## src/rtl/pipe_stage_buf.sv

```systemverilog
// Inter-stage pipeline register with valid/ready handshake and a one-entry skid buffer.
// Control payload is zeroed on every bubble; data payload passes through untouched.
module pipe_stage_buf #(
    parameter int CTRL_W   = 8,
    parameter int DATA_W   = 96,
    parameter bit DATA_CLR = 1'b1
) (
    input  logic              clk,
    input  logic              rst_n,
    input  logic              flush,
    input  logic              in_valid,
    output logic              in_ready,
    input  logic [CTRL_W-1:0] in_ctrl,
    input  logic [DATA_W-1:0] in_data,
    output logic              out_valid,
    input  logic              out_ready,
    output logic [CTRL_W-1:0] out_ctrl,
    output logic [DATA_W-1:0] out_data,
    output logic [1:0]        occupancy
);

    logic              main_vld_p1;
    logic [CTRL_W-1:0] main_ctrl_p1;
    logic [DATA_W-1:0] main_data_p1;
    logic              skid_vld_p1;
    logic [CTRL_W-1:0] skid_ctrl_p1;
    logic [DATA_W-1:0] skid_data_p1;

    logic in_xfer;
    logic main_load;
    logic skid_load;

    // in_ready depends only on skid state, so it is a registered signal
    assign in_ready  = ~skid_vld_p1;
    assign in_xfer   = in_valid & in_ready;
    assign main_load = ~main_vld_p1 | out_ready;
    assign skid_load = in_xfer & main_vld_p1 & ~out_ready;

    // ---- input -> main / skid registers ----
    always_ff @(posedge clk or negedge rst_n) begin
        if (!rst_n) begin
            main_vld_p1  <= 1'b0;
            main_ctrl_p1 <= '0;
            main_data_p1 <= '0;
            skid_vld_p1  <= 1'b0;
            skid_ctrl_p1 <= '0;
            skid_data_p1 <= '0;
        end else if (flush) begin
            main_vld_p1  <= 1'b0;
            main_ctrl_p1 <= '0;
            skid_vld_p1  <= 1'b0;
            skid_ctrl_p1 <= '0;
            if (DATA_CLR) begin
                main_data_p1 <= '0;
                skid_data_p1 <= '0;
            end
        end else begin
            if (main_load) begin
                if (skid_vld_p1) begin
                    main_vld_p1  <= 1'b1;
                    main_ctrl_p1 <= skid_ctrl_p1;
                    main_data_p1 <= skid_data_p1;
                    skid_vld_p1  <= 1'b0;
                end else if (in_xfer) begin
                    main_vld_p1  <= 1'b1;
                    main_ctrl_p1 <= in_ctrl;
                    main_data_p1 <= in_data;
                end else begin
                    // payload registers hold; the output gate hides stale control
                    main_vld_p1 <= 1'b0;
                end
            end
            // a skid load implies main is stalled, so it never collides with a drain
            if (skid_load) begin
                skid_vld_p1  <= 1'b1;
                skid_ctrl_p1 <= in_ctrl;
                skid_data_p1 <= in_data;
            end
        end
    end

    // ---- main register -> downstream ----
    assign out_valid = main_vld_p1;
    assign out_ctrl  = main_vld_p1 ? main_ctrl_p1 : '0;
    assign out_data  = main_data_p1;
    assign occupancy = {1'b0, main_vld_p1} + {1'b0, skid_vld_p1};

endmodule

```

## config.mk

```make
export PLATFORM = sky130hd
export DESIGN_NAME = pipe_stage_buf
export DESIGN_NICKNAME = d
export VERILOG_FILES = /design/src/rtl/pipe_stage_buf.sv
export SDC_FILE = /design/constraint.sdc
export NUM_CORES = 1
export LEC_CHECK = 0
export BUFFER_PORTS_ARGS = -buffer_cell sky130_fd_sc_hd__buf_4
export CAP_MARGIN = 20
export CORE_MARGIN = 2
export CORE_UTILIZATION = 54
export CTS_BUF_LIST = sky130_fd_sc_hd__clkbuf_8
export DETAILED_ROUTE_END_ITERATION = 8
export GPL_ROUTABILITY_DRIVEN = 1
export PLACE_DENSITY = 0.84
export REMOVE_ABC_BUFFERS = 1
export SYNTH_ARGS = -nofsm -noshare
export SYNTH_HDL_FRONTEND = slang
export SYNTH_SLANG_ARGS = --single-unit
```

## constraint.sdc

```tcl
create_clock -name clk -period 3.4 [get_ports clk]
set_clock_uncertainty 0.15 [all_clocks]
set_input_delay 0.34 -clock clk [delete_from_list [all_inputs] [get_ports clk]]
set_output_delay 0.34 -clock clk [all_outputs]
set_load 0.005 [all_outputs]
```

After elaboration in Yosys (flattened, before gate mapping)
Cells that the tools add are included.

Bits in registers: 210. Bits in latches: 0. Bits in writable memories: 0. Memory bits (read-only): 0. Bits of input ports: 109. Output and inout bits: 108. Logic and storage cells: 39. Memories kept: 0.

$add $sub $neg: 1. $mul: 0. Div/mod/pow operators: 0. Order comparisons: 0. Equal/unequal tests: 0. Shift-type cells: 0. Muxes and demuxes: 20. Bitwise logic cells: 7. Reduce and logical (&&, ||, !) cells: 5.

Operator list (number): 96-bit 2-to-1 mux (6); 8-bit 2-to-1 mux (7); 1-bit 2-to-1 mux (7); 3-bit nonzero test (2); 2-bit nonzero test (2); 1-bit bitwise AND (3); 1-bit NOT (3); 1-bit by 1-bit adder with 2-bit output (1); 2-bit AND reduction (1); 1-bit bitwise OR (1).

Depth between registers and ports, before layout
Gate-level depths: netlist of the first run.

Word-level depth: 6. Depth in mapped cells: 7. Mapped depth without buffers: 3.

Least setup slack after synthesis of the first run
No wires, ideal clock.

Kind: register to register. From: reg main_vld_p1, in the netlist out_valid. To: reg skid_ctrl_p1[0]. Data arrival time: 1.429 ns. Path slack: 1.700 ns. Stages on the path, launching flop included: 7. Path buffers: 3. Clock period less this slack: 1.700 ns. Cell sequence: dfrtp_1 and4bb_1 and2_1 buf_2 buf_4 buf_2 a22o_1.

Cells in the longest elaborated chain, start to end: 3.

RTL lines: start, declared (RTL line 22) `logic main_vld_p1;`; start signal, assigned (RTL line 42) `main_vld_p1 <= 1'b0;`; start signal, assigned (RTL line 49) `main_vld_p1 <= 1'b0;`; start signal, assigned (RTL line 60) `main_vld_p1 <= 1'b1;`; 1-bit bitwise AND (2 in series) (RTL line 37) `assign skid_load = in_xfer & main_vld_p1 & ~out_ready;`; 2-bit nonzero test (no source line); end signal, assigned (RTL line 76) `skid_ctrl_p1 <= in_ctrl;`; end, declared (RTL line 26) `logic [CTRL_W-1:0] skid_ctrl_p1;`.

No other way between the ends. A chain may end at the register's enable or synchronous reset.

Final worst setup path of the first run
From: reg skid_vld_p1. To: out in_ready.

Cells in the longest elaborated chain, start to end: 1.

RTL lines: start, declared (RTL line 25) `logic skid_vld_p1;`; start signal, assigned (RTL line 45) `skid_vld_p1 <= 1'b0;`; start signal, assigned (RTL line 51) `skid_vld_p1 <= 1'b0;`; start signal, assigned (RTL line 63) `skid_vld_p1 <= 1'b0;`; 1-bit NOT (RTL line 34) `assign in_ready = ~skid_vld_p1;`; end, declared (RTL line 12) `output logic in_ready,`.

No other way between the ends.

==> results of run 1 <==
## power breakdown
part | switching, W | internal (W) | total, W | leakage, nW
registers | 0.0000790 | 0.00261 | 0.00269 | 2.86
logic | 0.000328 | 0.000365 | 0.000693 | 2.38
clock network | 0.00101 | 0.00117 | 0.00218 | 0.408
total | 0.00142 | 0.00415 | 0.00556 | 5.64
## cell type report
type                            count  area share [%]
Tap cell                          211           2.190
Timing Repair Buffer              335           23.34
Clock buffer                       44           5.024
Clock inverter                     20          0.7162
Inverter                            2         0.06228
Multi-Input combinational cell    331           25.04
Sequential cell                   210           43.63
## cells in the mapped netlist (all sizes together)
cell type,instances
and2,9
mux2i,104
nand3,1
a22o,104
o2bb2ai,104
clkbuf,11
or2,1
and4bb,1
nand2b,1
nor2,2
nor3,1
a21oi,2
buf,46
inv,2
ha,1
dfrtp,210
## final timing paths
path	slack [ns]	end	startpoint	depth (start not counted)
worst max-delay path	0.81	in_ready	skid_vld_p1	3
worst min-delay path	0.07	skid_vld_p1	in_valid	3
worst max register to register	1.05	out_data[23]	out_valid	4
worst min register to register	0.34	out_data[55]	out_data[55]	1
max in group asynchronous	1.87	skid_data_p1[9]	rst_n	3
min in group asynchronous	0.25	out_data[13]	rst_n	2
## worst max-delay path, delay by kind of cell (launching register included)
kind | cells | cell delay [ns]
flip-flops | 1 | 0.45
buffers and inverters | 3 | 1.12
## metal layers
layer	vias up	global-route usage, %
li1	2962	-
met1	3437	39.03
met2	330	47.64
met3	69	6.441
met4	0	12.40
met5	-	0
## metrics by stage
stage,instances,setup WS (ns),hold WS [ns]
4_1_cts,1153,0.7859,0.007324
3_3_place_gp,982,1.219,0.2906
2_1_floorplan,543,-2.879,-0.1056
6_report,1153,0.8075,0.06879
3_5_place_dp,982,1.137,0.3017
5_1_grt,1153,0.6557,0.05690
## cells by family after synthesis
family	Yosys count
AND/OR/NAND/NOR	16
buffers and inverters	59
AO/OA/AOI/OAI	210
multiplexers	104
adder cells (fa/ha/maj)	1
flip-flops	210
## cell usage in the layout, fill, tap and decap left out, types with 2 or more instances in the layout
master,count
clkinv_2,3
dfrtp_1,209
buf_4,225
dlygate4sd3_1,107
clkbuf_8,45
a22o_1,104
and2_1,8
buf_12,2
clkinvlp_4,2
mux2i_1,104
inv_1,17
o2bb2ai_1,104
## registers in the layout, summed over array words and instances (netlist names)
signal and count:
main_ctrl_p1 8, out_data 96, out_valid 1, skid_ctrl_p1 8
skid_data_p1 96, skid_vld_p1 1
## timing repair
| item | in CTS | in global routing |
|---|---|---|
| hold buffers | 107 | 0 |
| endpoints found under the hold margin | 294 | 0 |
| resized for setup | 0 | 0 |
==> results.sh, run 1 <==
export IMPL_status="completed"
export IMPL_synthXorXnorAreaFrac_pct=0
export IMPL_p_total_w=0.005565
export IMPL_area_growth_pct=41.45
export IMPL_synth_top_family_by_area="compound AO/OA/AOI/OAI gates"
export IMPL_fin_crit_ns=2.593
export IMPL_crit_chain="buf_4 > inv_1 > buf_4"
export IMPL_rsz0062_at_grt="no"
export IMPL_syn_inst=600
export IMPL_hold_path_class="primary input to register"
export IMPL_die_w_um=129.6
export IMPL_place_congestion=0.8163
export IMPL_synth_seq_cells=210
export IMPL_place_area_sq_um=10290
export IMPL_setup_viol=0
export IMPL_irDropWorstVdd_uv=304.4
export IMPL_clkTransAtPathRegs_ns=0.06
export IMPL_tns_ns=0
export IMPL_cts_sinks=210
export IMPL_top_layer="met4"
export IMPL_syn_area_sq_um=8522
export IMPL_critPathLaunchType="register"
export IMPL_synthDistinctLibCells=20
export IMPL_drtPass1Iterations=5
export IMPL_wirelength_um=24720
export IMPL_yosys_warnings=0
export IMPL_yosys_area_top_type_share_pct=61.66
export IMPL_io_buffers=216
export IMPL_cp_slowest_cell="buf_4"
export IMPL_fin_util_pct=78.71
export IMPL_synthAdderAreaFrac_pct=0.1468
export IMPL_endpoint_kind="primary output"
export IMPL_worstPathMaxFanout=63
export IMPL_cts_tree="built"
export IMPL_total_leakage_power_nw=5.642
export IMPL_core_sq_um=15310
export IMPL_final_layout_size_suffix_gt1_share_pct=29.94
export IMPL_post_drt_wl_per_cell_um=21.44
export IMPL_max_slew_margin_rel_pct=24.85
export IMPL_power_density_nw_per_um2=461.6
export IMPL_clock_fmax_mhz=385.7
export IMPL_cts_root_buf="clkbuf_8"
export IMPL_synth_compound_area_share_pct=21.54
export IMPL_fin_area_sq_um=12050
export IMPL_via_per_inst=5.896
export IMPL_synth_area_top_cells="dfrtp_1, mux2i_1, a22o_1"
export IMPL_nFillCells=888
export IMPL_slew_violations=0
export IMPL_hold_viol=0
export IMPL_ff_latch_area_sq_um=5259
export IMPL_antenna_found_initial=0
export IMPL_grt_max_degree=91
export IMPL_grt_pass1_wl_um=38740
export IMPL_multi_input_area_sq_um=3018
export IMPL_crit_type="register to primary output"
export IMPL_layout_nets=1026
export IMPL_yosysSeqAreaShare_pct=61.66
export IMPL_n_antenna_cell=0
export IMPL_critPathArrivalTime_ns=2.10
export IMPL_slowest_delay_ns=0.82
export IMPL_track_usage_pct=29.50
export IMPL_drtAntennaViolNets=0
export IMPL_insertion_delay_ns=0.52
export IMPL_crit_path_frequent_cell="buf_4"
export IMPL_cts_max_path_buffers=3
export IMPL_avgSynthCellArea_sq_um=14.20
export IMPL_maxCapViolCount=0
export IMPL_crit_required_ns=2.91
export IMPL_grt_pass1_vias=7250
export IMPL_met3_length_um=1683
export IMPL_dieArea_sq_um=16800
export IMPL_cts_setup_buffers=0
export IMPL_drt_initial_drc_count=533
export IMPL_finalCritPeriodShare_pct=76.25
export IMPL_htreeDepth=2
export IMPL_dp_hpwl_um=13000
export IMPL_drc=0
export IMPL_numCtsBuffers=36
export IMPL_gr_total_overflow=0
export IMPL_num_vias=6798
export IMPL_dieHeight_um=129.6
export IMPL_yosys_area_top_type="dfrtp_1"
export IMPL_tightest_slew_ns=1.127
export IMPL_ios=217
export IMPL_start_util_pct=55.65
export IMPL_wl_met1_um=9988
export IMPL_rows=45
export IMPL_synth_area_mux_share_pct=12.22
export IMPL_synth_simple_area_share_pct=1.189
export IMPL_wl_met2_um=12170
Power figures use the tool's default switching activity.
==> inputs of run 2 (changes only) <==
clock period = 2.65 ns   (was 3.4 ns; I/O delays follow)
==> results.sh, run 2 (same netlist as run 1, synthesis figures left out) <==
export IMPL_cts_max_path_buffers=3
export IMPL_setup_viol=0
export IMPL_clkPwrFrac_pct=42.3
export IMPL_dieArea_sq_um=16800
export IMPL_combPwrFrac_pct=12.0
export IMPL_grt_pass1_vias=7348
export IMPL_clkTransAtPathRegs_ns=0.06
export IMPL_dieHeight_um=129.6
export IMPL_numCtsBuffers=35
export IMPL_cts_sinks=210
export IMPL_total_leakage_power_nw=5.677
export IMPL_crit_path_end="occupancy[0]"
export IMPL_status="completed"
export IMPL_r2r_end="out_valid"
export IMPL_max_slew_margin_rel_pct=33.34
export IMPL_gr_total_overflow=0
export IMPL_cts_tree="built"
export IMPL_dp_cells=982
export IMPL_swShare_pct=24.83
export IMPL_seqPwrFrac_pct=45.7
export IMPL_reg2regPathDepth=4
export IMPL_maxCapViolCount=0
export IMPL_postCtsHoldBufs=108
export IMPL_finalCritPeriodShare_pct=95.83
export IMPL_wirelength_um=25410
export IMPL_rows=45
export IMPL_core_sq_um=15310
export IMPL_whs_ns=0.06551
export IMPL_power_switching_w=0.001877
export IMPL_antenna_found_initial=1
export IMPL_grt_max_degree=81
export IMPL_final_common_cell="buf_4"
export IMPL_ff2ff_setup_slack_ns=0.45
export IMPL_post_drt_wl_per_cell_um=22.06
export IMPL_power_density_nw_per_um2=620.5
export IMPL_rsz0062_at_grt="no"
export IMPL_crit_required_ns=2.24
export IMPL_internal_power_w=0.005683
export IMPL_insertion_delay_ns=0.52
export IMPL_dp_hpwl_um=12910
export IMPL_final_layout_size_suffix_gt1_share_pct=30.35
export IMPL_fin_area_sq_um=12180
export IMPL_drc=0
export IMPL_layout_nets=1026
export IMPL_track_usage_pct=30.16
export IMPL_drt_initial_drc_count=550
export IMPL_htreeDepth=2
export IMPL_endpoint_kind="primary output"
export IMPL_critPathArrivalTime_ns=2.12
export IMPL_ios=217
export IMPL_fin_util_pct=79.56
export IMPL_hold_viol=0
export IMPL_critPathLaunchType="register"
export IMPL_final_cell_mix="buf_4, dfrtp_1, dlygate4sd3_1"
export IMPL_final_cells=1152
export IMPL_num_vias=6985
export IMPL_clock_fmax_mhz=393.8
export IMPL_crit_type="register to primary output"
export IMPL_place_congestion=0.7926
export IMPL_irDropWorstVdd_uv=419.8
export IMPL_fin_crit_ns=2.540
export IMPL_tns_ns=0
export IMPL_die_w_um=129.6
export IMPL_slew_violations=0
export IMPL_io_buffers=216
export IMPL_tightest_slew_ns=0.9999
export IMPL_crit_start="skid_vld_p1"
export IMPL_r2r_start="skid_vld_p1"
export IMPL_cts_setup_buffers=0
export IMPL_area_growth_pct=42.97
export IMPL_cts_resized=0
export IMPL_grt_pass1_wl_um=39650
export IMPL_worstPathMaxFanout=51
export IMPL_hold_path_class="primary input to register"
export IMPL_start_util_pct=55.65
export IMPL_drtPass1Iterations=5
export IMPL_drtAntennaViolNets=0
export IMPL_cts_root_buf="clkbuf_8"
export IMPL_via_per_inst=6.063
export IMPL_place_area_sq_um=10330
## run 2: cell types whose count changed in the layout (fill, tap and decap cells not counted)
cell and delta:
inv_1 -7, bufinv_16 +4, buf_12 +3, buf_4 -3, diode_2 +2, clkbuf_8 -1, clkinv_2 +1, clkinvlp_4 -1
dlygate4sd3_1 +1
## run 2: layer usage
layer  vias to the layer above  global-route usage [%]  wire length, um
met3                        78                   6.730             1819
met1                      3569                   38.79             9995
li1                       2954                       -                -
met4                         0                   11.39              896
met5                         -                       0                0
met2                       384                   50.48            12700
## run 2: worst min path at each step
stage | depth (start not counted) | endpoint | slack (ns) | startpoint
3_3_place_gp | 1 | out_data[78] | 0.15 | rst_n
5_1_grt | 3 | skid_vld_p1 | 0.08 | out_ready
3_5_place_dp | 1 | out_data[3] | 0.16 | rst_n
4_1_cts | 3 | skid_vld_p1 | 0.04 | out_ready
2_1_floorplan | 0 | main_ctrl_p1[0] | -0.18 | rst_n
6_report | 3 | skid_vld_p1 | 0.07 | out_ready
## run 2: critical path, cell delays in order (launching register included)
cell and delay [ns]:
dfrtp_4 0.42, buf_4 0.68, ha_1 0.37, buf_4 0.13
## run 2: cell type report
| type | instances | area, sq um |
|---|---|---|
| fill | 857 | 3131 |
| tap | 211 | 264.0 |
| clock inverter | 17 | 177.7 |
| sequential | 210 | 5259 |
| clock buffer | 43 | 591.8 |
| antenna | 2 | 5.005 |
| timing repair buffer | 336 | 2861 |
| inverter | 2 | 7.507 |
| multi-input combinational | 331 | 3018 |
## run 2: per-stage QoR
stage | setup slack, ns | total power (W)
2_1_floorplan | -3.629 | 0.003756
3_3_place_gp | 0.6515 | 0.004214
3_5_place_dp | 0.6435 | 0.004243
4_1_cts | 0.09732 | 0.007509
5_1_grt | 0.04299 | 0.007815
6_report | 0.1104 | 0.007560
## run 2: power groups by stage
stage	registers [W]	logic [W]	clock network [W]
floorplan	0.00350	0.000258	0
global placement	0.00349	0.000723	0
detailed placement	0.00350	0.000747	0
CTS	0.00344	0.000883	0.00318
global route	0.00346	0.000969	0.00338
finish	0.00345	0.000906	0.00320
==> inputs of run 3 (changes only) <==
RECOVER_POWER = 50   (was unset)
==> results.sh, run 3 (same netlist as run 1, synthesis figures left out) <==
export IMPL_rows=45
export IMPL_swShare_pct=24.77
export IMPL_hold_path_class="primary input to register"
export IMPL_holdPathStages=3
export IMPL_clkTransAtPathRegs_ns=0.06
export IMPL_total_leakage_power_nw=5.612
export IMPL_area_growth_pct=42.43
export IMPL_reg2regPathDepth=4
export IMPL_combPwrFrac_pct=11.8
export IMPL_slew_violations=68
export IMPL_start_util_pct=55.65
export IMPL_htreeDepth=2
export IMPL_drtAntennaViolNets=0
export IMPL_wirelength_um=25370
export IMPL_critPathLaunchType="register"
export IMPL_grt_met2_usage_pct=50.48
export IMPL_final_common_cell="dfrtp_1"
export IMPL_final_cell_mix="dfrtp_1, buf_4, dlygate4sd3_1"
export IMPL_cp_slowest_cell="buf_4"
export IMPL_max_slew_margin_rel_pct=-20.25
export IMPL_post_drt_wl_per_cell_um=22.02
export IMPL_dieArea_sq_um=16800
export IMPL_failed_checks="capacitance limit, slew limit"
export IMPL_grt_pass1_vias=7348
export IMPL_cts_setup_buffers=0
export IMPL_crit_chain="buf_4 > ha_1 > buf_4"
export IMPL_whs_ns=0.06823
export IMPL_r2r_start="skid_vld_p1"
export IMPL_internal_power_w=0.005671
export IMPL_worstPathMaxFanout=51
export IMPL_num_vias=6977
export IMPL_drtPass1Iterations=5
export IMPL_clock_fmax_mhz=396.2
export IMPL_slowest_delay_ns=0.68
export IMPL_irDropWorstVdd_uv=418.6
export IMPL_drt_initial_drc_count=567
export IMPL_dieHeight_um=129.6
export IMPL_io_buffers=216
export IMPL_numCtsBuffers=35
export IMPL_layout_nets=1026
export IMPL_antenna_found_initial=1
export IMPL_maxCapViolCount=1
export IMPL_final_layout_size_suffix_gt1_share_pct=29.29
export IMPL_core_sq_um=15310
export IMPL_dp_hpwl_um=12910
export IMPL_seqPwrFrac_pct=45.8
export IMPL_crit_start="skid_vld_p1"
export IMPL_grt_use_met1_pct=38.79
export IMPL_ios=217
export IMPL_tightest_slew_ns=1.804
export IMPL_crit_type="register to primary output"
export IMPL_crit_path_frequent_cell="buf_4"
export IMPL_grt_use_met3_pct=6.730
export IMPL_drc=0
export IMPL_status="finished, violations left"
export IMPL_finalCritPeriodShare_pct=95.26
export IMPL_hold_viol=0
export IMPL_setup_viol=0
export IMPL_die_w_um=129.6
export IMPL_ff2ff_setup_slack_ns=0.46
export IMPL_grt_max_degree=81
export IMPL_cts_max_path_buffers=3
export IMPL_via_per_inst=6.056
export IMPL_grt_pass1_wl_um=39650
export IMPL_place_congestion=0.7926
export IMPL_crit_required_ns=2.24
export IMPL_crit_path_end="occupancy[0]"
export IMPL_endpoint_kind="primary output"
export IMPL_fin_crit_ns=2.524
export IMPL_gr_total_overflow=0
export IMPL_cts_root_buf="clkbuf_8"
export IMPL_rsz0062_at_grt="no"
export IMPL_power_density_nw_per_um2=621.0
export IMPL_busiest_layer="met2"
export IMPL_clkPwrFrac_pct=42.3
export IMPL_dp_slack_ns=0.6435
export IMPL_power_switching_w=0.001867
export IMPL_cts_sinks=210
export IMPL_tns_ns=0
export IMPL_cts_tree="built"
export IMPL_track_usage_pct=30.16
export IMPL_critPathArrivalTime_ns=2.11
export IMPL_r2r_end="out_valid"
export IMPL_setup_slack_ns=0.1257
export IMPL_insertion_delay_ns=0.52
==> run 3: cell count changes in the layout (fill, tap and decap cells not counted), sizes merged <==
cell / before / now
buf: 227 / 173
clkbuf: 44 / 98
==> run 3: worst min-delay path by stage <==
stage,start,endpoint
after global placement,rst_n,out_data[78]
final,out_ready,skid_vld_p1
after floorplan,rst_n,main_ctrl_p1[0]
after CTS,out_ready,skid_vld_p1
after global routing,out_ready,skid_vld_p1
after detailed placement,rst_n,out_data[3]
==> run 3: power groups by stage <==
stage	Clock (W)	Sequential [W]	Combinational, W
after CTS	0.00318	0.00344	0.000883
after global placement	0	0.00349	0.000723
after floorplan	0	0.00350	0.000258
after detailed placement	0	0.00350	0.000747
after global routing	0.00338	0.00346	0.000956
final	0.00319	0.00345	0.000893
==> run 3: timing repair <==
| action | 4_1_cts | 5_1_grt |
|---|---|---|
| hold endpoints to repair | 277 | 0 |
| endpoints found under the setup margin | 0 | 0 |
| gates resized for setup | 0 | 0 |
| hold buffers | 108 | 0 |
==> run 3: critical path, delay by kind of cell, from the launching register on <==
family     cells  cell delay, ns
fa+ha+maj      1            0.37
buf+inv        2            0.81
flops          1            0.42
==> run 3: cell type report <==
cell class	instances	area, sq um
repair buffers	336	2815
diodes	2	5.005
clock buffers	43	591.8
inverters	2	7.507
clock inverters	17	177.7
well taps	211	264.0
multi-input cells	331	3018
flip-flops and latches	210	5259
fillers	871	3177
==> run 3: through the flow <==
step	instances	area [sq um]	total power [W]	util [%]
global placement	982	10330	0.004214	67.44
CTS	1150	12180	0.007509	79.53
floorplan	543	8253	0.003756	-
finish	1152	12140	0.007537	79.26
detailed placement	982	10330	0.004243	67.44
global route	1151	12140	0.007802	79.24
==> run 3: metal layers <==
layer	up-vias	wire length (um)
met4	0	739
met2	367	12720
met1	3588	10030
li1	2957	-
met3	65	1876
met5	-	0
